<file path="src/rtl/ram_program_loader_pkg.sv">
// Shared definitions for the RAM program loader: FSM state encoding.
package ram_program_loader_pkg;

    typedef enum logic [2:0] {
        S_IDLE  = 3'd0,
        S_LOAD  = 3'd1,
        S_CHECK = 3'd2,
        S_DONE  = 3'd3,
        S_ERROR = 3'd4
    } loader_state_t;

endpackage

</file>
<file path="src/rtl/ram_program_loader_if.sv">
// Host stream, control/status and RAM write-port signals of the program loader.
interface ram_program_loader_if #(
    parameter int DATA_WIDTH = 8,
    parameter int ADDR_WIDTH = 10
);
    logic                  iStart;
    logic [ADDR_WIDTH-1:0] iStartAddress;
    logic [ADDR_WIDTH-1:0] iLength;
    logic                  iValid;
    logic [DATA_WIDTH-1:0] iData;
    logic                  oReady;
    logic                  oWriteEnable;
    logic [ADDR_WIDTH-1:0] oWriteAddress;
    logic [DATA_WIDTH-1:0] oWriteData;
    logic                  oBusy;
    logic                  oDone;
    logic                  oError;
    logic                  oCpuReset;

    modport master (
        output iStart, iStartAddress, iLength, iValid, iData,
        input  oReady, oWriteEnable, oWriteAddress, oWriteData,
               oBusy, oDone, oError, oCpuReset
    );

    modport slave (
        input  iStart, iStartAddress, iLength, iValid, iData,
        output oReady, oWriteEnable, oWriteAddress, oWriteData,
               oBusy, oDone, oError, oCpuReset
    );
endinterface

</file>
<file path="src/rtl/ram_program_loader_upcounter.sv">
// Loadable up-counter: Reset loads Initial, Enable increments with natural wrap.
module UPCOUNTER_POSEDGE #(
    parameter int WIDTH = 10
) (
    input  logic             Clock,
    input  logic             Reset,
    input  logic [WIDTH-1:0] Initial,
    input  logic             Enable,
    output logic [WIDTH-1:0] Counter
);

    always_ff @(posedge Clock) begin
        if (Reset) begin
            Counter <= Initial;
        end else if (Enable) begin
            Counter <= Counter + WIDTH'(1);
        end
    end

endmodule

</file>
<file path="src/rtl/ram_program_loader.sv">
// Streams words into consecutive RAM addresses, verifies a trailing additive
// checksum and releases the core from reset only after a clean load.
module ram_program_loader
    import ram_program_loader_pkg::*;
#(
    parameter int DATA_WIDTH = 8,
    parameter int ADDR_WIDTH = 10,
    parameter int MEM_SIZE   = 10
) (
    input logic                 Clock,
    input logic                 Reset,
    ram_program_loader_if.slave bus
);

    localparam logic [31:0] MEM_LAST = 32'(MEM_SIZE);

    loader_state_t         r_state;
    logic [ADDR_WIDTH-1:0] r_remaining;
    logic [DATA_WIDTH-1:0] r_sum;
    logic                  r_ready;
    logic                  r_write_enable;
    logic [ADDR_WIDTH-1:0] r_write_address;
    logic [DATA_WIDTH-1:0] r_write_data;
    logic                  r_busy;
    logic                  r_done;
    logic                  r_error;
    logic                  r_cpu_reset;

    logic                  w_idle_like;
    logic                  w_start;
    logic                  w_beat;
    logic                  w_in_range;
    logic                  w_write;
    logic                  w_cnt_load;
    logic [ADDR_WIDTH-1:0] w_cnt_init;
    logic [ADDR_WIDTH-1:0] w_address;

    assign w_idle_like = (r_state == S_IDLE) || (r_state == S_DONE) || (r_state == S_ERROR);
    assign w_start     = bus.iStart && w_idle_like;
    // oReady is a register, so the beat never depends combinationally on iValid -> oReady
    assign w_beat      = bus.iValid && r_ready;
    assign w_in_range  = 32'(w_address) <= MEM_LAST;
    assign w_write     = w_beat && (r_state == S_LOAD) && w_in_range;

    // Global reset clears the address to 0; a start loads the start address
    assign w_cnt_load  = Reset || w_start;
    assign w_cnt_init  = Reset ? '0 : bus.iStartAddress;

    UPCOUNTER_POSEDGE #(
        .WIDTH (ADDR_WIDTH)
    ) u_address (
        .Clock   (Clock),
        .Reset   (w_cnt_load),
        .Initial (w_cnt_init),
        .Enable  (w_write),
        .Counter (w_address)
    );

    always_ff @(posedge Clock) begin
        if (Reset) begin
            r_state         <= S_IDLE;
            r_remaining     <= '0;
            r_sum           <= '0;
            r_ready         <= 1'b0;
            r_write_enable  <= 1'b0;
            r_write_address <= '0;
            r_write_data    <= '0;
            r_busy          <= 1'b0;
            r_done          <= 1'b0;
            r_error         <= 1'b0;
            r_cpu_reset     <= 1'b1;
        end else begin
            r_write_enable <= 1'b0;
            case (r_state)
                S_IDLE, S_DONE, S_ERROR: begin
                    if (bus.iStart) begin
                        r_remaining <= bus.iLength;
                        r_sum       <= '0;
                        r_done      <= 1'b0;
                        r_error     <= 1'b0;
                        r_cpu_reset <= 1'b1;
                        r_ready     <= 1'b1;
                        r_busy      <= 1'b1;
                        r_state     <= (bus.iLength == '0) ? S_CHECK : S_LOAD;
                    end
                end
                S_LOAD: begin
                    if (w_beat) begin
                        if (w_in_range) begin
                            r_write_enable  <= 1'b1;
                            r_write_address <= w_address;
                            r_write_data    <= bus.iData;
                            r_remaining     <= r_remaining - ADDR_WIDTH'(1);
                            r_sum           <= r_sum + bus.iData;
                            if (r_remaining == ADDR_WIDTH'(1)) begin
                                r_state <= S_CHECK;
                            end
                        end else begin
                            // Out-of-range beat is swallowed without touching RAM
                            r_state <= S_ERROR;
                            r_error <= 1'b1;
                            r_ready <= 1'b0;
                            r_busy  <= 1'b0;
                        end
                    end
                end
                S_CHECK: begin
                    if (w_beat) begin
                        r_ready <= 1'b0;
                        r_busy  <= 1'b0;
                        if (bus.iData == r_sum) begin
                            r_state     <= S_DONE;
                            r_done      <= 1'b1;
                            r_cpu_reset <= 1'b0;
                        end else begin
                            r_state <= S_ERROR;
                            r_error <= 1'b1;
                        end
                    end
                end
                default: begin
                    r_state <= S_IDLE;
                    r_ready <= 1'b0;
                    r_busy  <= 1'b0;
                end
            endcase
        end
    end

    assign bus.oReady        = r_ready;
    assign bus.oWriteEnable  = r_write_enable;
    assign bus.oWriteAddress = r_write_address;
    assign bus.oWriteData    = r_write_data;
    assign bus.oBusy         = r_busy;
    assign bus.oDone         = r_done;
    assign bus.oError        = r_error;
    assign bus.oCpuReset     = r_cpu_reset;

endmodule

</file>
<file path="src/flat_wrapper.sv">
// flat-port wrapper written by rule: the top's interface ports become plain ports
module ram_program_loader_flat import ram_program_loader_pkg::*;
#(
    parameter int DATA_WIDTH = 8,
    parameter int ADDR_WIDTH = 10,
    parameter int MEM_SIZE   = 10
)
  (Clock, Reset, bus_iStart, bus_iStartAddress, bus_iLength, bus_iValid, bus_iData, bus_oReady, bus_oWriteEnable, bus_oWriteAddress, bus_oWriteData, bus_oBusy, bus_oDone, bus_oError, bus_oCpuReset);
  ram_program_loader_if #(.DATA_WIDTH(DATA_WIDTH), .ADDR_WIDTH(ADDR_WIDTH)) bus_i ();
  input logic Clock;
  input logic Reset;
  input wire logic [$bits(bus_i.iStart)-1:0] bus_iStart;
  input wire logic [$bits(bus_i.iStartAddress)-1:0] bus_iStartAddress;
  input wire logic [$bits(bus_i.iLength)-1:0] bus_iLength;
  input wire logic [$bits(bus_i.iValid)-1:0] bus_iValid;
  input wire logic [$bits(bus_i.iData)-1:0] bus_iData;
  output wire logic [$bits(bus_i.oReady)-1:0] bus_oReady;
  output wire logic [$bits(bus_i.oWriteEnable)-1:0] bus_oWriteEnable;
  output wire logic [$bits(bus_i.oWriteAddress)-1:0] bus_oWriteAddress;
  output wire logic [$bits(bus_i.oWriteData)-1:0] bus_oWriteData;
  output wire logic [$bits(bus_i.oBusy)-1:0] bus_oBusy;
  output wire logic [$bits(bus_i.oDone)-1:0] bus_oDone;
  output wire logic [$bits(bus_i.oError)-1:0] bus_oError;
  output wire logic [$bits(bus_i.oCpuReset)-1:0] bus_oCpuReset;
  assign bus_i.iStart = bus_iStart;
  assign bus_i.iStartAddress = bus_iStartAddress;
  assign bus_i.iLength = bus_iLength;
  assign bus_i.iValid = bus_iValid;
  assign bus_i.iData = bus_iData;
  assign bus_oReady = bus_i.oReady;
  assign bus_oWriteEnable = bus_i.oWriteEnable;
  assign bus_oWriteAddress = bus_i.oWriteAddress;
  assign bus_oWriteData = bus_i.oWriteData;
  assign bus_oBusy = bus_i.oBusy;
  assign bus_oDone = bus_i.oDone;
  assign bus_oError = bus_i.oError;
  assign bus_oCpuReset = bus_i.oCpuReset;
  ram_program_loader #(.DATA_WIDTH(DATA_WIDTH), .ADDR_WIDTH(ADDR_WIDTH), .MEM_SIZE(MEM_SIZE)) u_core (.Clock(Clock), .Reset(Reset), .bus(bus_i));
endmodule
</file>
<file path="config.mk">
export PLATFORM = sky130hd
export DESIGN_NAME = ram_program_loader_flat
export DESIGN_NICKNAME = d
export VERILOG_FILES = /design/src/rtl/ram_program_loader_pkg.sv /design/src/rtl/ram_program_loader_if.sv /design/src/rtl/ram_program_loader_upcounter.sv /design/src/rtl/ram_program_loader.sv /design/src/flat_wrapper.sv
export SDC_FILE = /design/constraint.sdc
export NUM_CORES = 1
export LEC_CHECK = 0
export ABC_CLOCK_PERIOD_IN_PS = 4350
export BUFFER_PORTS_ARGS = -buffer_cell sky130_fd_sc_hd__buf_4
export CAP_MARGIN = 25
export CORE_MARGIN = 2
export CORE_UTILIZATION = 44
export CTS_CLUSTER_SIZE = 14
export DETAILED_ROUTE_END_ITERATION = 12
export PLACE_DENSITY_LB_ADDON = 0.25
export SETUP_SLACK_MARGIN = 0.05
export SLEW_MARGIN = 30
export SYNTH_ARGS = -nofsm -noshare
export SYNTH_HDL_FRONTEND = slang
export SYNTH_SLANG_ARGS = --single-unit
</file>
<file path="constraint.sdc">
create_clock -name Clock -period 4.35 [get_ports Clock]
set_clock_uncertainty 0.15 [all_clocks]
set_input_delay 1.305 -clock Clock [delete_from_list [all_inputs] [get_ports Clock]]
set_output_delay 1.305 -clock Clock [all_outputs]
set_load 0.05 [all_outputs]
</file>
==> results.md <==
* Launching element type of the critical path: input port
* Area share of fa/ha/maj cells after synthesis at 5.47%
* Post-placement worst setup slack at 0.956 ns
* Portion of total power attributed to sequential cells at 41.5%
* Drc violations at 0
* Total inserted antenna cells at 0
* Number of input and output port buffers inserted at 55
* Routed Antenna Nets at 0
* Post-synth ARST share at 0%
* Number of enable-type register cells in the synthesized netlist at 10
* Horizontal extent of the die at 84.9 µm
* Min Tclk post-route at 3.10 ns
* All-Layer GR Usage at 18.5%
* Sum of negative setup slack at 0 ns
* Floorplan row count at 29
* Detailed-routing iteration count for the pre-antenna-repair pass at 4
* Cell taking the most area after synthesis: sky130_fd_sc_hd__dfxtp_1
* Via total after detailed routing at 2,610
* Cell Area, Synth at 0.00288 mm²
* Sequential cell area fraction in the yosys report at 41.0%
* Post-synthesis share of cell area spent on and, or, nand and nor gates at 24.3%
* Maximum fanout along the worst path at 3
* Final Cycle Share at 71.4%
* Share of total power consumed by net switching at 42.3%
* # Max-Cap Violations at 0
* Worst Path Required at 4.44 ns
* Number of warnings printed during yosys synthesis at 0
* GP Congestion at 0.874
* Power density over cell area at 510 mW/mm²
* Largest net degree at the start of global routing at 50
* Maximum clock frequency at 0.322 GHz
* Cell at the root of the clock tree: sky130_fd_sc_hd__clkbuf_8
* Area enclosed by the die boundary at 0.00721 mm²
* Critical path start-end classification: input port to flip-flop
* Clock latency on the worst-skew pair at 0.31 ns
* Clock edge transition at the registers on the reported setup and hold paths at 0.11 ns
* Leakage power of the design at 1.37 nW
* Result of the run: completed
* Element type at the critical path end: flip-flop
* Number of slew-limit violations in the final report at 0
* Number of inserted filler cells in the final layout at 584
* Vias per inst at 5.54
* Net count of the mapped netlist at 391
* Internal power at 1.01 mW
* Min-delay worst type: flip-flop to flip-flop
* Routed wire per std cell at 14.0 µm
* Highest-count cells in the layout ignoring fill and taps: 57 x sky130_fd_sc_hd__buf_4, 55 x sky130_fd_sc_hd__nand2_1, 44 x sky130_fd_sc_hd__dfxtp_1
* Number of gates given a new drive strength after cts at 0
* Unrepaired setup endpoints after global routing: false
* I/O pins at 56
* Number of sinks driven by the clock tree at 54
* Antenna violations before repair at 0
* Avg Cell Area, Syn at 8.30 µm²
* Post-CTS Setup Bufs at 0
* Number of library cell types mapped by synthesis at 51
* DIE HEIGHT at 84.9 µm
* Maximum buffer depth of the clock tree at 2
* Mux cell area share after synthesis at 0%
* Flip-flop and latch area at 0.00118 mm²
* Setup violations, final at 0
* CTS tree: done
* Switching power at 738 µW
* Synthesized-area fraction occupied by xor and xnor cells at 4.56%
* Area added between synthesis and finish at 18.7%
* Arrival time of the worst setup path at 3.19 ns
* GRT Residual Overflow at 0
* Total detailed-routing wirelength at 6.59 mm
* Cell types with the largest area share after synthesis: sky130_fd_sc_hd__dfxtp_1 31%, sky130_fd_sc_hd__edfxtp_1 10%, sky130_fd_sc_hd__nand2_1 7.2%, sky130_fd_sc_hd__a21oi_1 6.4%, sky130_fd_sc_hd__ha_1 4.8%
* Share of power burned in combinational logic at 41.1%
* Number of global-route vias before repair at 2,406
* Count of H-tree levels built during CTS at 2
* Final worst-path setup slack at 1.25 ns
* Area occupied by multi-input gates at 0.00159 mm²
* HPWL after detailed placement at 4.65 mm
* Transition at the pin with the smallest max-transition slack at 0.903 ns
* Most frequent standard cell in the layout excluding fill and tap cells: sky130_fd_sc_hd__buf_4
* Placeable core area at 0.00635 mm²
* Clock network power share at 17.4%
* Number of nets at the end of the flow at 437
* Layout cells sized above 1 at 18.5%
* Flop and latch count out of synthesis at 54
* Worst rel slew slack at 39.5%
* Detailed router's first-iteration violation count at 172
* Fraction of post-synthesis cell area in the top cell type by area at 30.6%
* Effective utilization at floorplan at 45.4%
* Most common flop cell mapped by yosys: sky130_fd_sc_hd__dfxtp_1
* Cts-stage hold buffer count at 0
* CTS Buf Count at 5
* Total count of hold-check failures in the final report at 0
* Synthesized netlist cell count at 347
* Main combinational cell family by area after synthesis: simple AND/OR/NAND/NOR gates
* Max VDD drop at 287 µV
* First-pass GRT wire length at 11.0 mm
* Synth Area in Compound Gates at 20.9%
-- worst max-delay path, cell delays in order --
cell	delay [ns]
sky130_fd_sc_hd__buf_4	0.12
sky130_fd_sc_hd__ha_1	0.23
sky130_fd_sc_hd__fa_1	0.42
sky130_fd_sc_hd__a21o_1	0.19
sky130_fd_sc_hd__a311o_1	0.35
sky130_fd_sc_hd__a21oi_1	0.17
sky130_fd_sc_hd__xnor2_1	0.14
sky130_fd_sc_hd__nand3_1	0.09
sky130_fd_sc_hd__a21oi_1	0.18
-- registers in the layout, indices dropped and copies added, names as in the netlist --
name and flops:
u_core.bus.oError 1, u_core.u_address.Counter 10, u_core.bus.oDone 1, u_core.bus.oWriteData 8
u_core.bus.oReady 1, u_core.bus.oWriteAddress 10, u_core.r_sum 8, u_core.r_state 3
u_core.r_remaining 10, u_core.bus.oCpuReset 1, u_core.bus.oWriteEnable 1
-- stage by stage --
| stage | area [µm²] | total power [mW] | cells | utilization (%) | hold WS, ns |
|---|---|---|---|---|---|
| 2_1_floorplan | 2880 | 1.28 | 347 | - | 0.286 |
| 3_3_place_gp | 3320 | 1.44 | 463 | 52.3 | 0.294 |
| 3_5_place_dp | 3320 | 1.44 | 463 | 52.3 | 0.297 |
| 4_1_cts | 3420 | 1.75 | 471 | 53.9 | 0.314 |
| 5_1_grt | 3420 | 1.88 | 471 | 53.9 | 0.340 |
| 6_report | 3420 | 1.74 | 471 | 53.9 | 0.312 |
-- final timing paths --
check                           slack, ns                     endpoint                     start  cells after the start
worst max-delay path                 1.25              u_core.r_sum[6]              bus_iData[0]                      9
worst min-delay path                 0.31     u_core.bus.oWriteData[1]  u_core.bus.oWriteData[1]                      2
worst max register to register       1.37  u_core.u_address.Counter[9]         u_core.r_state[0]                      6
worst min register to register       0.31     u_core.bus.oWriteData[1]  u_core.bus.oWriteData[1]                      2
-- cell families (layout without fill, tap and decap cells) --
| logic type | after synthesis | after routing |
|---|---|---|
| AND/OR/NAND/NOR | 147 | 147 |
| AO/OA/AOI/OAI | 95 | 95 |
| flip-flops | 54 | 54 |
| buffers and inverters | 24 | 71 |
| adder cells (fa/ha/maj) | 12 | 12 |
| XOR/XNOR | 15 | 15 |
-- area by class of cell --
type / instances / share of cell area, %
Tap cell: 77 / 2.82
Inverter: 6 / 0.659
Clock inverter: 3 / 0.842
Sequential cell: 54 / 34.5
Clock buffer: 5 / 2.01
Multi-Input combinational cell: 269 / 46.6
Timing Repair Buffer: 57 / 12.5
-- cells in the mapped netlist, types with 2 or more instances --
cell type,number
sky130_fd_sc_hd__nor2b_1,4
sky130_fd_sc_hd__buf_4,2
sky130_fd_sc_hd__inv_1,5
sky130_fd_sc_hd__xor2_1,10
sky130_fd_sc_hd__a21oi_1,37
sky130_fd_sc_hd__nor4_1,4
sky130_fd_sc_hd__xnor2_1,5
sky130_fd_sc_hd__edfxtp_1,10
sky130_fd_sc_hd__o21ai_0,15
sky130_fd_sc_hd__o311ai_0,2
sky130_fd_sc_hd__or4_1,4
sky130_fd_sc_hd__and2_1,8
sky130_fd_sc_hd__clkbuf_1,11
sky130_fd_sc_hd__nor2_1,31
sky130_fd_sc_hd__nor3_1,7
sky130_fd_sc_hd__buf_2,4
sky130_fd_sc_hd__and3b_1,2
sky130_fd_sc_hd__a31oi_1,2
sky130_fd_sc_hd__or3_1,2
sky130_fd_sc_hd__a211oi_1,16
sky130_fd_sc_hd__nand4_1,4
sky130_fd_sc_hd__and3_1,4
sky130_fd_sc_hd__nand3b_1,2
sky130_fd_sc_hd__a22o_1,2
sky130_fd_sc_hd__nand2_1,55
sky130_fd_sc_hd__dfxtp_1,44
sky130_fd_sc_hd__nand3_1,15
sky130_fd_sc_hd__o211ai_1,2
sky130_fd_sc_hd__a21o_1,6
sky130_fd_sc_hd__ha_1,11
-- layer usage --
layer	vias to the layer above	GRT usage, %	routed length [µm]
met2	57	29.3	3030
met4	0	4.91	43
met1	1216	25.9	3200
met3	4	3.99	325
met5	-	0	0
li1	1333	-	-
-- power groups by stage --
stage	clock (mW)	sequential, mW	combinational (mW)
global placement	0	0.732	0.704
finish	0.303	0.725	0.717
global route	0.328	0.743	0.809
floorplan	0	0.720	0.563
detailed placement	0	0.734	0.710
CTS	0.313	0.723	0.714
No activity file was read; power rests on OpenSTA's default activity.
